## config.mk

```make
export PLATFORM = sky130hd
export DESIGN_NAME = data_mem_arbiter
export DESIGN_NICKNAME = d
export VERILOG_FILES = /design/src/rtl/data_mem_arbiter.sv
export SDC_FILE = /design/constraint.sdc
export NUM_CORES = 1
export LEC_CHECK = 0
export CAP_MARGIN = 20
export CORE_MARGIN = 10
export CORE_UTILIZATION = 50
export CTS_BUF_LIST = sky130_fd_sc_hd__clkbuf_2 sky130_fd_sc_hd__clkbuf_4 sky130_fd_sc_hd__clkbuf_8
export DETAILED_ROUTE_END_ITERATION = 10
export PLACE_DENSITY = 0.86
export SETUP_SLACK_MARGIN = 0.15
export SLEW_MARGIN = 20
export SYNTH_ARGS = -nofsm -noshare
export SYNTH_HDL_FRONTEND = slang
export SYNTH_SLANG_ARGS = --single-unit
```

## constraint.sdc

```tcl
create_clock -name clk_i -period 5.51 [get_ports clk_i]
set_input_delay 1.102 -clock clk_i [delete_from_list [all_inputs] [get_ports clk_i]]
set_output_delay 1.102 -clock clk_i [all_outputs]
set_load 0.01 [all_outputs]
```

## src/rtl/data_mem_arbiter.sv

```systemverilog
// Two-port arbiter and access sequencer in front of the single-port data_mem.
// Define DMEM_ARB_RR_EN for round-robin arbitration; otherwise port 0 has fixed priority.
module data_mem_arbiter #(
    parameter logic [31:0] ADDR_LIMIT = 32'd16384,
    parameter logic [31:0] ERR_DATA   = 32'hdead_beef
) (
    input  logic        clk_i,
    input  logic        rst_ni,
    input  logic        p0_req_i,
    input  logic        p0_we_i,
    input  logic [31:0] p0_addr_i,
    input  logic [31:0] p0_wdata_i,
    output logic        p0_done_o,
    output logic        p0_err_o,
    output logic [31:0] p0_rdata_o,
    input  logic        p1_req_i,
    input  logic        p1_we_i,
    input  logic [31:0] p1_addr_i,
    input  logic [31:0] p1_wdata_i,
    output logic        p1_done_o,
    output logic        p1_err_o,
    output logic [31:0] p1_rdata_o,
    output logic        mem_req_o,
    output logic        mem_we_o,
    output logic [31:0] mem_addr_o,
    output logic [31:0] mem_wdata_o,
    input  logic [31:0] mem_rdata_i,
    output logic        busy_o
);

    // state | meaning
    // IDLE  | arbitrate, latch winner, reject bad addresses
    // WR    | memory write cycle
    // RD0   | memory read request, data not yet valid
    // RD1   | read request held, capture mem_rdata_i at end of cycle
    // RESP  | done pulse to granted port
    typedef enum logic [2:0] {IDLE, WR, RD0, RD1, RESP} state_e;

    state_e      state_q, state_d;
    logic        id_q, id_d;
    logic        we_q, we_d;
    logic        err_q, err_d;
    logic [31:0] addr_q, addr_d;
    logic [31:0] wdata_q, wdata_d;
    logic [31:0] rdata_q, rdata_d;

    logic        mem_req_q, mem_req_d;
    logic        mem_we_q, mem_we_d;
    logic [31:0] mem_addr_q, mem_addr_d;
    logic [31:0] mem_wdata_q, mem_wdata_d;
    logic        busy_q, busy_d;
    logic        p0_done_q, p0_done_d;
    logic        p1_done_q, p1_done_d;
    logic        p0_err_q, p0_err_d;
    logic        p1_err_q, p1_err_d;
    logic [31:0] p0_rdata_q, p0_rdata_d;
    logic [31:0] p1_rdata_q, p1_rdata_d;

    logic        gnt_id;
    logic        sel_we;
    logic [31:0] sel_addr;
    logic [31:0] sel_wdata;
    logic        sel_bad;
    logic        mem_act;
    logic        resp_nxt;

`ifdef DMEM_ARB_RR_EN
    logic ptr_q, ptr_d;
    // On a tie the pointer picks; a lone requester always wins.
    assign gnt_id = p1_req_i & (~p0_req_i | ptr_q);
`else
    assign gnt_id = ~p0_req_i;
`endif

    assign sel_we    = gnt_id ? p1_we_i    : p0_we_i;
    assign sel_addr  = gnt_id ? p1_addr_i  : p0_addr_i;
    assign sel_wdata = gnt_id ? p1_wdata_i : p0_wdata_i;
    assign sel_bad   = (sel_addr >= ADDR_LIMIT) || (sel_addr[1:0] != 2'b00);

    always_comb begin
        state_d = state_q;
        id_d    = id_q;
        we_d    = we_q;
        err_d   = err_q;
        addr_d  = addr_q;
        wdata_d = wdata_q;
        rdata_d = rdata_q;
`ifdef DMEM_ARB_RR_EN
        ptr_d   = ptr_q;
`endif
        case (state_q)
            IDLE: begin
                if (p0_req_i || p1_req_i) begin
                    id_d    = gnt_id;
                    we_d    = sel_we;
                    addr_d  = sel_addr;
                    wdata_d = sel_wdata;
`ifdef DMEM_ARB_RR_EN
                    ptr_d   = ~gnt_id;
`endif
                    if (sel_bad) begin
                        err_d   = 1'b1;
                        rdata_d = ERR_DATA;
                        state_d = RESP;
                    end else begin
                        err_d   = 1'b0;
                        rdata_d = '0;
                        state_d = sel_we ? WR : RD0;
                    end
                end
            end
            WR:      state_d = RESP;
            RD0:     state_d = RD1;
            RD1: begin
                rdata_d = mem_rdata_i;
                state_d = RESP;
            end
            RESP:    state_d = IDLE;
            default: state_d = IDLE;
        endcase

        // Outputs are registered, so they are decoded from the next state.
        mem_act     = (state_d == WR) || (state_d == RD0) || (state_d == RD1);
        resp_nxt    = (state_d == RESP);
        mem_req_d   = mem_act;
        mem_we_d    = (state_d == WR);
        mem_addr_d  = mem_act ? addr_d : '0;
        mem_wdata_d = (state_d == WR) ? wdata_d : '0;
        busy_d      = (state_d != IDLE);
        p0_done_d   = resp_nxt && !id_d;
        p1_done_d   = resp_nxt && id_d;
        p0_err_d    = p0_done_d && err_d;
        p1_err_d    = p1_done_d && err_d;
        p0_rdata_d  = (p0_done_d && !we_d) ? rdata_d : '0;
        p1_rdata_d  = (p1_done_d && !we_d) ? rdata_d : '0;
    end

    always_ff @(posedge clk_i) begin
        if (!rst_ni) begin
            state_q     <= IDLE;
            id_q        <= 1'b0;
            we_q        <= 1'b0;
            err_q       <= 1'b0;
            addr_q      <= '0;
            wdata_q     <= '0;
            rdata_q     <= '0;
            mem_req_q   <= 1'b0;
            mem_we_q    <= 1'b0;
            mem_addr_q  <= '0;
            mem_wdata_q <= '0;
            busy_q      <= 1'b0;
            p0_done_q   <= 1'b0;
            p1_done_q   <= 1'b0;
            p0_err_q    <= 1'b0;
            p1_err_q    <= 1'b0;
            p0_rdata_q  <= '0;
            p1_rdata_q  <= '0;
`ifdef DMEM_ARB_RR_EN
            ptr_q       <= 1'b0;
`endif
        end else begin
            state_q     <= state_d;
            id_q        <= id_d;
            we_q        <= we_d;
            err_q       <= err_d;
            addr_q      <= addr_d;
            wdata_q     <= wdata_d;
            rdata_q     <= rdata_d;
            mem_req_q   <= mem_req_d;
            mem_we_q    <= mem_we_d;
            mem_addr_q  <= mem_addr_d;
            mem_wdata_q <= mem_wdata_d;
            busy_q      <= busy_d;
            p0_done_q   <= p0_done_d;
            p1_done_q   <= p1_done_d;
            p0_err_q    <= p0_err_d;
            p1_err_q    <= p1_err_d;
            p0_rdata_q  <= p0_rdata_d;
            p1_rdata_q  <= p1_rdata_d;
`ifdef DMEM_ARB_RR_EN
            ptr_q       <= ptr_d;
`endif
        end
    end

    assign mem_req_o   = mem_req_q;
    assign mem_we_o    = mem_we_q;
    assign mem_addr_o  = mem_addr_q;
    assign mem_wdata_o = mem_wdata_q;
    assign busy_o      = busy_q;
    assign p0_done_o   = p0_done_q;
    assign p1_done_o   = p1_done_q;
    assign p0_err_o    = p0_err_q;
    assign p1_err_o    = p1_err_q;
    assign p0_rdata_o  = p0_rdata_q;
    assign p1_rdata_o  = p1_rdata_q;

endmodule

```

==> metrics.yaml, run 1 <==
outcome: "complete, no violations"
htreeDepth: 2
async_flop_share: 0
synth_area_sq_mm: 0.00839
worst_setup_path_start_kind: "input pin"
place_congestion: 0.846
cts_buffers: 38
finalCriticalPeriod_ns: 3.54
powerDensity_mw_per_mm2: 321
fmax_mhz: 283
final_common_cell: "clkdlybuf4s50_1"
slew_headroom: 0.298
crit_fanout: 33
drt-initial-drc-count: 346
synth_warnings: 0
cts_tree: "built"
synth_edf_count: 0
leakage_nw: 4.67
p_total_mw: 3.93
wl_per_cell_microns: 18.9
rows: 47
dr.pass1.iters: 4
cts_setup_buffers: 0
rsz0062_at_grt: "false"
ioPinCount: 301
period_share: 0.642
vdd_drop_max_mv: 0.257
root_buffer: "clkbuf_8"
die_w_microns: 150
die_area_sq_mm: 0.0224
end_kind: "flip-flop"
setup_viol: 0
setup_slack_ns: 1.97
num_vias: 7407
cts.sinks: 237
syn2layout_area_growth_pct: 45.9
drive_above_1_share: 0.100
antenna_found_initial: 0
cts_resized: 0
yosysSeqAreaShare: 0.566
io_buffers: 300
wl_mm: 26.0
clk_latency_ns: 0.51
ys_types: 43
critical_path_class: "in2reg"
diodes: 0
tightest_slew_ns: 1.05
drv_slew: 0
synth_flop_cell: "dfxtp_1"
dpl_worst_slack_ns: 1.40
min_path_type: "reg2reg"
dpl.hpwl_mm: 18.6
arrival_ns: 3.95
ys_ff_latch: 237
grt_start_max_net_pins: 85
layout_common_cells: "clkdlybuf4s50_1 (299), dfxtp_1 (237), nor2_1 (146), a21oi_1 (75), nor3_1 (73)"
design.core.area_sq_mm: 0.0165
drc: 0
grt_pass1_wl_mm: 39.6
finClkSkew_ns: 0.0201
ctsHoldBuffers: 0
final_nets: 1300
fin_util: 0.740
worstPathRequired_ns: 5.92
clockBufferDepth: 3
hold_viol_final: 0
clk_pin_slew_worst_paths_ns: 0.06
synth.net_count: 1024
vias_per_cell: 5.37
syn_inst: 858
n_fill_cell: 1154
grt_overflow: 0
synth.avg_cell_area_sq_um: 9.77
setup-tns-final_ns: 0
initial_core_util: 0.507
grt.total_usage: 0.221
ant_nets: 0
grt_pass1_vias: 7333
die_height_microns: 150
maxCapViolCount: 0
metrics by stage:
stage               hold WS [ns]  std cells  cell area (sq um)
global placement           0.454       1314              11400
CTS                        0.477       1379              12200
global route               0.509       1379              12200
finish                     0.471       1379              12200
floorplan                  0.446        858               8390
detailed placement         0.464       1314              11400
area by class of cell:
| class | count | area (sq um) | share of cell area |
|---|---|---|---|
| clock inverter | 8 | 67.6 | 0.00552 |
| timing repair buffer | 313 | 3110 | 0.254 |
| multi-input combinational | 540 | 3280 | 0.268 |
| tap | 220 | 275 | 0.0225 |
| sequential | 237 | 4740 | 0.388 |
| inverter | 4 | 17.5 | 0.00143 |
| clock buffer | 57 | 734 | 0.0600 |
kinds of logic after synthesis:
logic type | count (synthesis) | synth area share
mux | 66 | 0.0789
buf+inv | 81 | 0.0460
flops | 237 | 0.566
compound gates | 158 | 0.126
simple gates | 316 | 0.183
critical path: stages:
cell	delay, ns
clkdlybuf4s50_1	0.45
nor4_1	0.60
nand2_1	0.18
a221oi_2	0.48
nand3_2	0.69
nor3_1	0.44
path summary, 6_finish.rpt:
check | start | depth (start not counted) | endpoint | slack [ns]
max | p0_addr_i[22] | 6 | mem_wdata_o[5] | 1.97
min | addr_q[8] | 2 | addr_q[8] | 0.47
max reg2reg | state_q[0] | 5 | p1_rdata_o[30] | 2.95
min reg2reg | addr_q[8] | 2 | addr_q[8] | 0.47
where the power goes:
part / internal, mW / switching [mW] / leakage, nW
combinational: 0.261 / 0.290 / 2.30
clock: 0.897 / 0.648 / 0.427
sequential: 1.80 / 0.0248 / 1.94
total: 2.96 / 0.963 / 4.67
synth_stat cells (2+ instances only):
| cell type | n | area (sq um) |
|---|---|---|
| dfxtp_1 | 237 | 4740 |
| nor2_1 | 148 | 556 |
| a21oi_1 | 76 | 380 |
| nor3_1 | 73 | 365 |
| mux2i_1 | 65 | 651 |
| clkbuf_1 | 50 | 188 |
| a311oi_1 | 46 | 403 |
| nand2_1 | 25 | 93.8 |
| nand3_1 | 24 | 120 |
| a31oi_1 | 23 | 144 |
| buf_2 | 17 | 85.1 |
| nor3_2 | 16 | 160 |
| nor4_1 | 9 | 56.3 |
| and3_1 | 8 | 50.1 |
| buf_6 | 8 | 90.1 |
| inv_1 | 4 | 15.0 |
| buf_1 | 2 | 7.51 |
| o21ai_1 | 2 | 10.0 |
metal layers:
metal  vias to the layer above  track usage  routed length [microns]
met4                         0        0.101                      997
met1                      3458        0.256                     9860
met2                       284        0.368                    12900
li1                       3600            -                        -
met5                         -            0                        0
met3                        65       0.0676                     2250
state kept, by name, summed over array words and instances, names as in the netlist, 3 cells and up:
register     count
wdata_q         32
rdata_q         32
state_q          3
p1_rdata_o      32
p0_rdata_o      32
addr_q          32
mem_addr_o      32
mem_wdata_o     32
No activity file was read; power rests on OpenSTA's default activity.
==> inputs of run 2 (changes only) <==
--- a/config.mk
+++ b/config.mk
@@ -7,10 +7,10 @@
 export LEC_CHECK = 0
 export CAP_MARGIN = 20
 export CORE_MARGIN = 10
-export CORE_UTILIZATION = 50
+export CORE_UTILIZATION = 46
 export CTS_BUF_LIST = sky130_fd_sc_hd__clkbuf_2 sky130_fd_sc_hd__clkbuf_4 sky130_fd_sc_hd__clkbuf_8
 export DETAILED_ROUTE_END_ITERATION = 10
-export PLACE_DENSITY = 0.86
+export PLACE_DENSITY = 0.8
 export SETUP_SLACK_MARGIN = 0.15
 export SLEW_MARGIN = 20
 export SYNTH_ARGS = -nofsm -noshare
==> constraint.sdc (replaced) <==
create_clock -name clk_i -period 3.5 [get_ports clk_i]
set_input_delay 0.7 -clock clk_i [delete_from_list [all_inputs] [get_ports clk_i]]
set_output_delay 0.7 -clock clk_i [all_outputs]
set_load 0.01 [all_outputs]
==> run 2 against run 1 <==
Compared with the run above:
- clock skew shrank 0.011 ns
- highest routed layer unchanged
- register-to-register slack lost 1.7 ns
- clock power grew 57%
==> metrics.yaml, run 2 (synthesized netlist as in run 1, its figures left out) <==
crit_fanout: 18  # -45%
wl_per_cell_microns: 19.0  # +0.91%
period_share: 0.771
regToRegSetupSlack_ns: 1.26  # -1.69 ns
layout_common_cells: "clkdlybuf4s50_1 (299), dfxtp_1 (237), nor2_1 (146), a21oi_1 (75), nor3_1 (73)"
cts_tree: "built"
antenna_found_initial: 0  # unchanged
final_common_cell: "clkdlybuf4s50_1"
layoutNonFillerInstCount: 1389  # +0.73%
leakage_nw: 4.69  # +0.41%
outcome: "complete, no violations"
ant_nets: 0  # unchanged
htreeDepth: 2  # unchanged
clk_pin_slew_worst_paths_ns: 0.06  # about the same
arrival_ns: 3.11  # -0.84 ns
fmax_mhz: 371
dp_cells: 1325  # +0.84%
final_nets: 1303  # +0.23%
maxCapViolCount: 0  # unchanged
cts_setup_buffers: 0  # unchanged
ctsHoldBuffers: 0  # unchanged
diodes: 0  # unchanged
clk_latency_ns: 0.51  # about the same
tightest_slew_ns: 0.928  # -0.125 ns
drv_slew: 0  # unchanged
num_vias: 7379  # -0.38%
finClkSkew_ns: 0.00951  # -0.0106 ns
die_height_microns: 155  # +3.7%
die_area_sq_mm: 0.0240  # +7.5%
dr.pass1.iters: 4  # unchanged
setup-tns-final_ns: 0  # unchanged
drive_above_1_share: 0.101  # +0.000776
whs_ns: 0.473  # +0.00102 ns
vias_per_cell: 5.31  # -1.1%
cts.sinks: 237  # unchanged
setup_viol: 0  # unchanged
min_path_type: "reg2reg"
initial_core_util: 0.467  # -0.0406
cts_resized: 0  # unchanged
drc: 0  # unchanged
grt_overflow: 0  # unchanged
grt.total_usage: 0.207  # -0.0143
grt_start_max_net_pins: 98  # +15%
drt-initial-drc-count: 432  # +25%
wl_mm: 26.4  # +1.6%
slew_headroom: 0.381  # +0.0837
cts_buffers: 39  # +2.6%
vdd_drop_max_mv: 0.311  # +21%
end_kind: "flip-flop"
io_buffers: 300  # unchanged
grt_pass1_wl_mm: 40.2  # +1.5%
rows: 49  # +4.3%
finalCriticalPeriod_ns: 2.70
dpl.hpwl_mm: 18.6  # about the same
worstPathRequired_ns: 3.92  # -2.00 ns
hold_viol_final: 0  # unchanged
powerDensity_mw_per_mm2: 502  # +56%
critical_path_class: "in2reg"
rsz0062_at_grt: "false"
design.core.area_sq_mm: 0.0180  # +8.7%
clockBufferDepth: 3  # unchanged
root_buffer: "clkbuf_8"
grt_pass1_vias: 7179  # -2.1%
die_w_microns: 155  # +3.7%
syn2layout_area_growth_pct: 46.7
ioPinCount: 301  # unchanged
worst_setup_path_start_kind: "input pin"
place_congestion: 0.785  # -7.2%
==> run 2: cell types whose count changed in the layout (fill, tap and decap cells not counted) <==
cell | previous run | this run
buf_12 | 1 | 6
clkbuf_4 | 8 | 12
buf_4 | 13 | 10
clkbuf_8 | 49 | 46
clkinv_2 | 6 | 4
==> run 2: layer usage <==
metal	vias up	global-route usage	part of all wire
met5	-	0	0
met4	0	0.0792	0.027
met3	45	0.0664	0.086
met2	270	0.348	0.50
met1	3460	0.239	0.39
li1	3604	-	-
==> run 2: through the flow <==
step,cell area [sq um],util,power (mW),worst slack (ns)
final,12300,0.685,6.17,0.802
after global routing,12300,0.685,6.44,0.630
after CTS,12300,0.685,6.23,0.841
after detailed placement,11500,0.641,3.82,0.346
after global placement,11500,0.641,3.80,0.410
after floorplan,8390,-,3.39,1.17
==> run 2: final timing paths <==
kind / startpoint / endpoint / cells past startpoint
max reg2reg: state_q[0] / p1_rdata_o[30] / 6
max: p0_addr_i[0] / mem_addr_o[25] / 7
min reg2reg: addr_q[31] / addr_q[31] / 2
min: addr_q[31] / addr_q[31] / 2
==> run 2: worst max-delay path, stage by stage <==
cell	delay, ns
clkdlybuf4s50_1	0.42
nor4_1	0.51
nand3_1	0.21
a221oi_2	0.48
o21ai_2	0.33
buf_4	0.28
nor3_1	0.19
==> run 2: area by class of cell <==
type                       instances  area (sq um)
clock inverter                     6          57.6
timing repair buffer             315          3190
tap                              229           287
sequential                       237          4740
clock buffer                      58           723
inverter                           4          17.5
fill                            1358          5660
multi-input combinational        540          3280
==> run 2: report_power, final <==
part | internal [mW] | leakage (nW) | switching (mW)
sequential | 2.84 | 1.94 | 0.0397
clock | 1.39 | 0.416 | 1.03
combinational | 0.421 | 2.33 | 0.458
==> inputs of run 3 (changes only) <==
==> constraint.sdc (replaced) <==
create_clock -name clk_i -period 2.7 [get_ports clk_i]
set_input_delay 0.54 -clock clk_i [delete_from_list [all_inputs] [get_ports clk_i]]
set_output_delay 0.54 -clock clk_i [all_outputs]
set_load 0.01 [all_outputs]
==> run 3 against run 2 <==
Compared with the run above:
- clock-buffer cell count is 5 higher
- sequential share of layout area fell by 1.1 points
- largest power group unchanged
- total power grew 35%
- via count rose by 2.1%
- non-clock buffer count grew 26
- cell area rose by 2.9%
- register-to-register slack worse by 0.71 ns
- critical path depth up 1
- die area unchanged
- highest routed layer unchanged
- worst setup slack got worse by 0.61 ns
- combinational power up 37%
==> metrics.yaml, run 3 (synthesized netlist as in run 1, its figures left out) <==
end_kind: "flip-flop"
die_height_microns: 155  # unchanged
regToRegSetupSlack_ns: 0.55  # -0.71 ns
critical_path_class: "in2reg"
period_share: 0.929
whs_ns: 0.472  # -0.000961 ns
ioPinCount: 301  # unchanged
design.core.area_sq_mm: 0.0180  # unchanged
layout_common_cells: "clkdlybuf4s50_1 (299), dfxtp_1 (237), nor2_1 (146), a21oi_1 (75), nor3_1 (73)"
drive_above_1_share: 0.124  # +0.0227
startpoint: "p0_addr_i[0]"
reg2reg_to: "p1_rdata_o[23]"
setup_viol: 0  # unchanged
tightest_slew_ns: 0.562  # -0.366 ns
worst_setup_path_start_kind: "input pin"
outcome: "complete, no violations"
diodes: 0  # unchanged
vias_per_cell: 5.31  # about the same
met1_length_mm: 10.8  # +4.5%
ctsHoldBuffers: 0  # unchanged
clockBufferDepth: 3  # unchanged
syn2layout_area_growth_pct: 51.0
wl_mm: 26.9  # +1.8%
slew_headroom: 0.622  # +0.240
rsz0062_at_grt: "false"
worstHoldPathCells: 2  # unchanged
num_vias: 7531  # +2.1%
grt.total_usage: 0.210  # +0.00364
finalCriticalPeriod_ns: 2.51
crit_fanout: 6  # -12
cts_buffers: 38  # -2.6%
dr_wl_met2_mm: 13.2  # +0.75%
grt_overflow: 0  # unchanged
final_nets: 1328  # +1.9%
final_common_cell: "clkdlybuf4s50_1"
grt_pass1_vias: 7529  # +4.9%
met3_length_mm: 2.16  # -4.9%
dr.pass1.iters: 5  # +1
grt_start_max_net_pins: 66  # -33%
arrival_ns: 2.91  # -0.20 ns
leakage_nw: 4.89  # +4.4%
min_path_type: "reg2reg"
root_buffer: "clkbuf_8"
cts_tree: "built"
cts.sinks: 237  # unchanged
drv_slew: 0  # unchanged
rows: 49  # unchanged
initial_core_util: 0.467  # unchanged
ant_nets: 0  # unchanged
place_congestion: 0.807  # +2.8%
holdCritStartpoint: "addr_q[18]"
drt-initial-drc-count: 424  # -1.9%
wl_per_cell_microns: 19.0  # -0.32%
clk_pin_slew_worst_paths_ns: 0.07  # about the same
clk_latency_ns: 0.52  # about the same
grt_pass1_wl_mm: 41.2  # +2.6%
top_layer_used: "met4"
die_area_sq_mm: 0.0240  # unchanged
rr_worst_depth: 6  # unchanged
die_w_microns: 155  # unchanged
cts_setup_buffers: 0  # unchanged
drc: 0  # unchanged
dpl_worst_slack_ns: -0.264  # -0.610 ns
dp_cells: 1351  # +2.0%
cts_resized: 0  # unchanged
io_buffers: 300  # unchanged
layoutNonFillerInstCount: 1419  # +2.2%
worstPathRequired_ns: 3.10  # -0.82 ns
hold_viol_final: 0  # unchanged
holdPathEnd: "addr_q[18]"
reg2reg_from: "state_q[0]"
finClkSkew_ns: 0.00841  # -0.00110 ns
dpl.hpwl_mm: 19.2  # +3.6%
vdd_drop_max_mv: 0.554  # +78%
fmax_mhz: 399
setup_slack_ns: 0.192  # -0.610 ns
powerDensity_mw_per_mm2: 656  # +31%
maxCapViolCount: 0  # unchanged
htreeDepth: 2  # unchanged
antenna_found_initial: 0  # unchanged
run 3: changes by cell type in the layout (fill, tap and decap cells not counted), sizes merged:
| cell | before | now |
|---|---|---|
| clkbuf | 58 | 63 |
| clkinvlp | 1 | 0 |
| buf | 16 | 42 |
run 3: cell type report:
class | instances | area [sq um]
fillers | 1397 | 5310
flip-flops and latches | 237 | 4740
repair buffers | 341 | 3460
multi-input cells | 540 | 3280
clock buffers | 63 | 817
well taps | 229 | 287
clock inverters | 5 | 50.0
inverters | 4 | 17.5
run 3: per-layer routing:
layer | vias up | global-route usage
met5 | - | 0
met4 | 0 | 0.0823
met3 | 52 | 0.0631
met2 | 260 | 0.353
met1 | 3564 | 0.246
li1 | 3655 | -
run 3: worst max-delay path by stage:
stage                           to  slack, ns  depth (start not counted)
floorplan           p1_rdata_o[14]       0.53                          6
finish               mem_addr_o[0]       0.19                          8
global placement     mem_addr_o[0]      -0.24                          8
global route         mem_addr_o[1]       0.16                          9
detailed placement   mem_addr_o[1]      -0.26                          9
CTS                  mem_addr_o[1]       0.24                          9
run 3: metrics by stage:
stage	area, sq um	total power [mW]	TNS, ns	util
after global routing	12700	8.65	0	0.705
after global placement	11800	4.97	-18.18	0.656
after CTS	12700	8.36	0	0.705
final	12700	8.31	0	0.705
after detailed placement	11800	5.00	-23.23	0.656
after floorplan	8390	4.39	0	-
run 3: critical path: stages:
cell	delay (ns)
clkdlybuf4s50_1	0.45
nor4_1	0.55
buf_4	0.20
nand3_1	0.13
a221oi_2	0.43
o21ai_2	0.15
buf_12	0.16
nor3_1	0.30
run 3: power breakdown:
group / total, mW / switching, mW / internal, mW
Sequential: 3.73 / 0.0532 / 3.68
Clock: 3.38 / 1.37 / 2.00
Combinational: 1.20 / 0.609 / 0.587
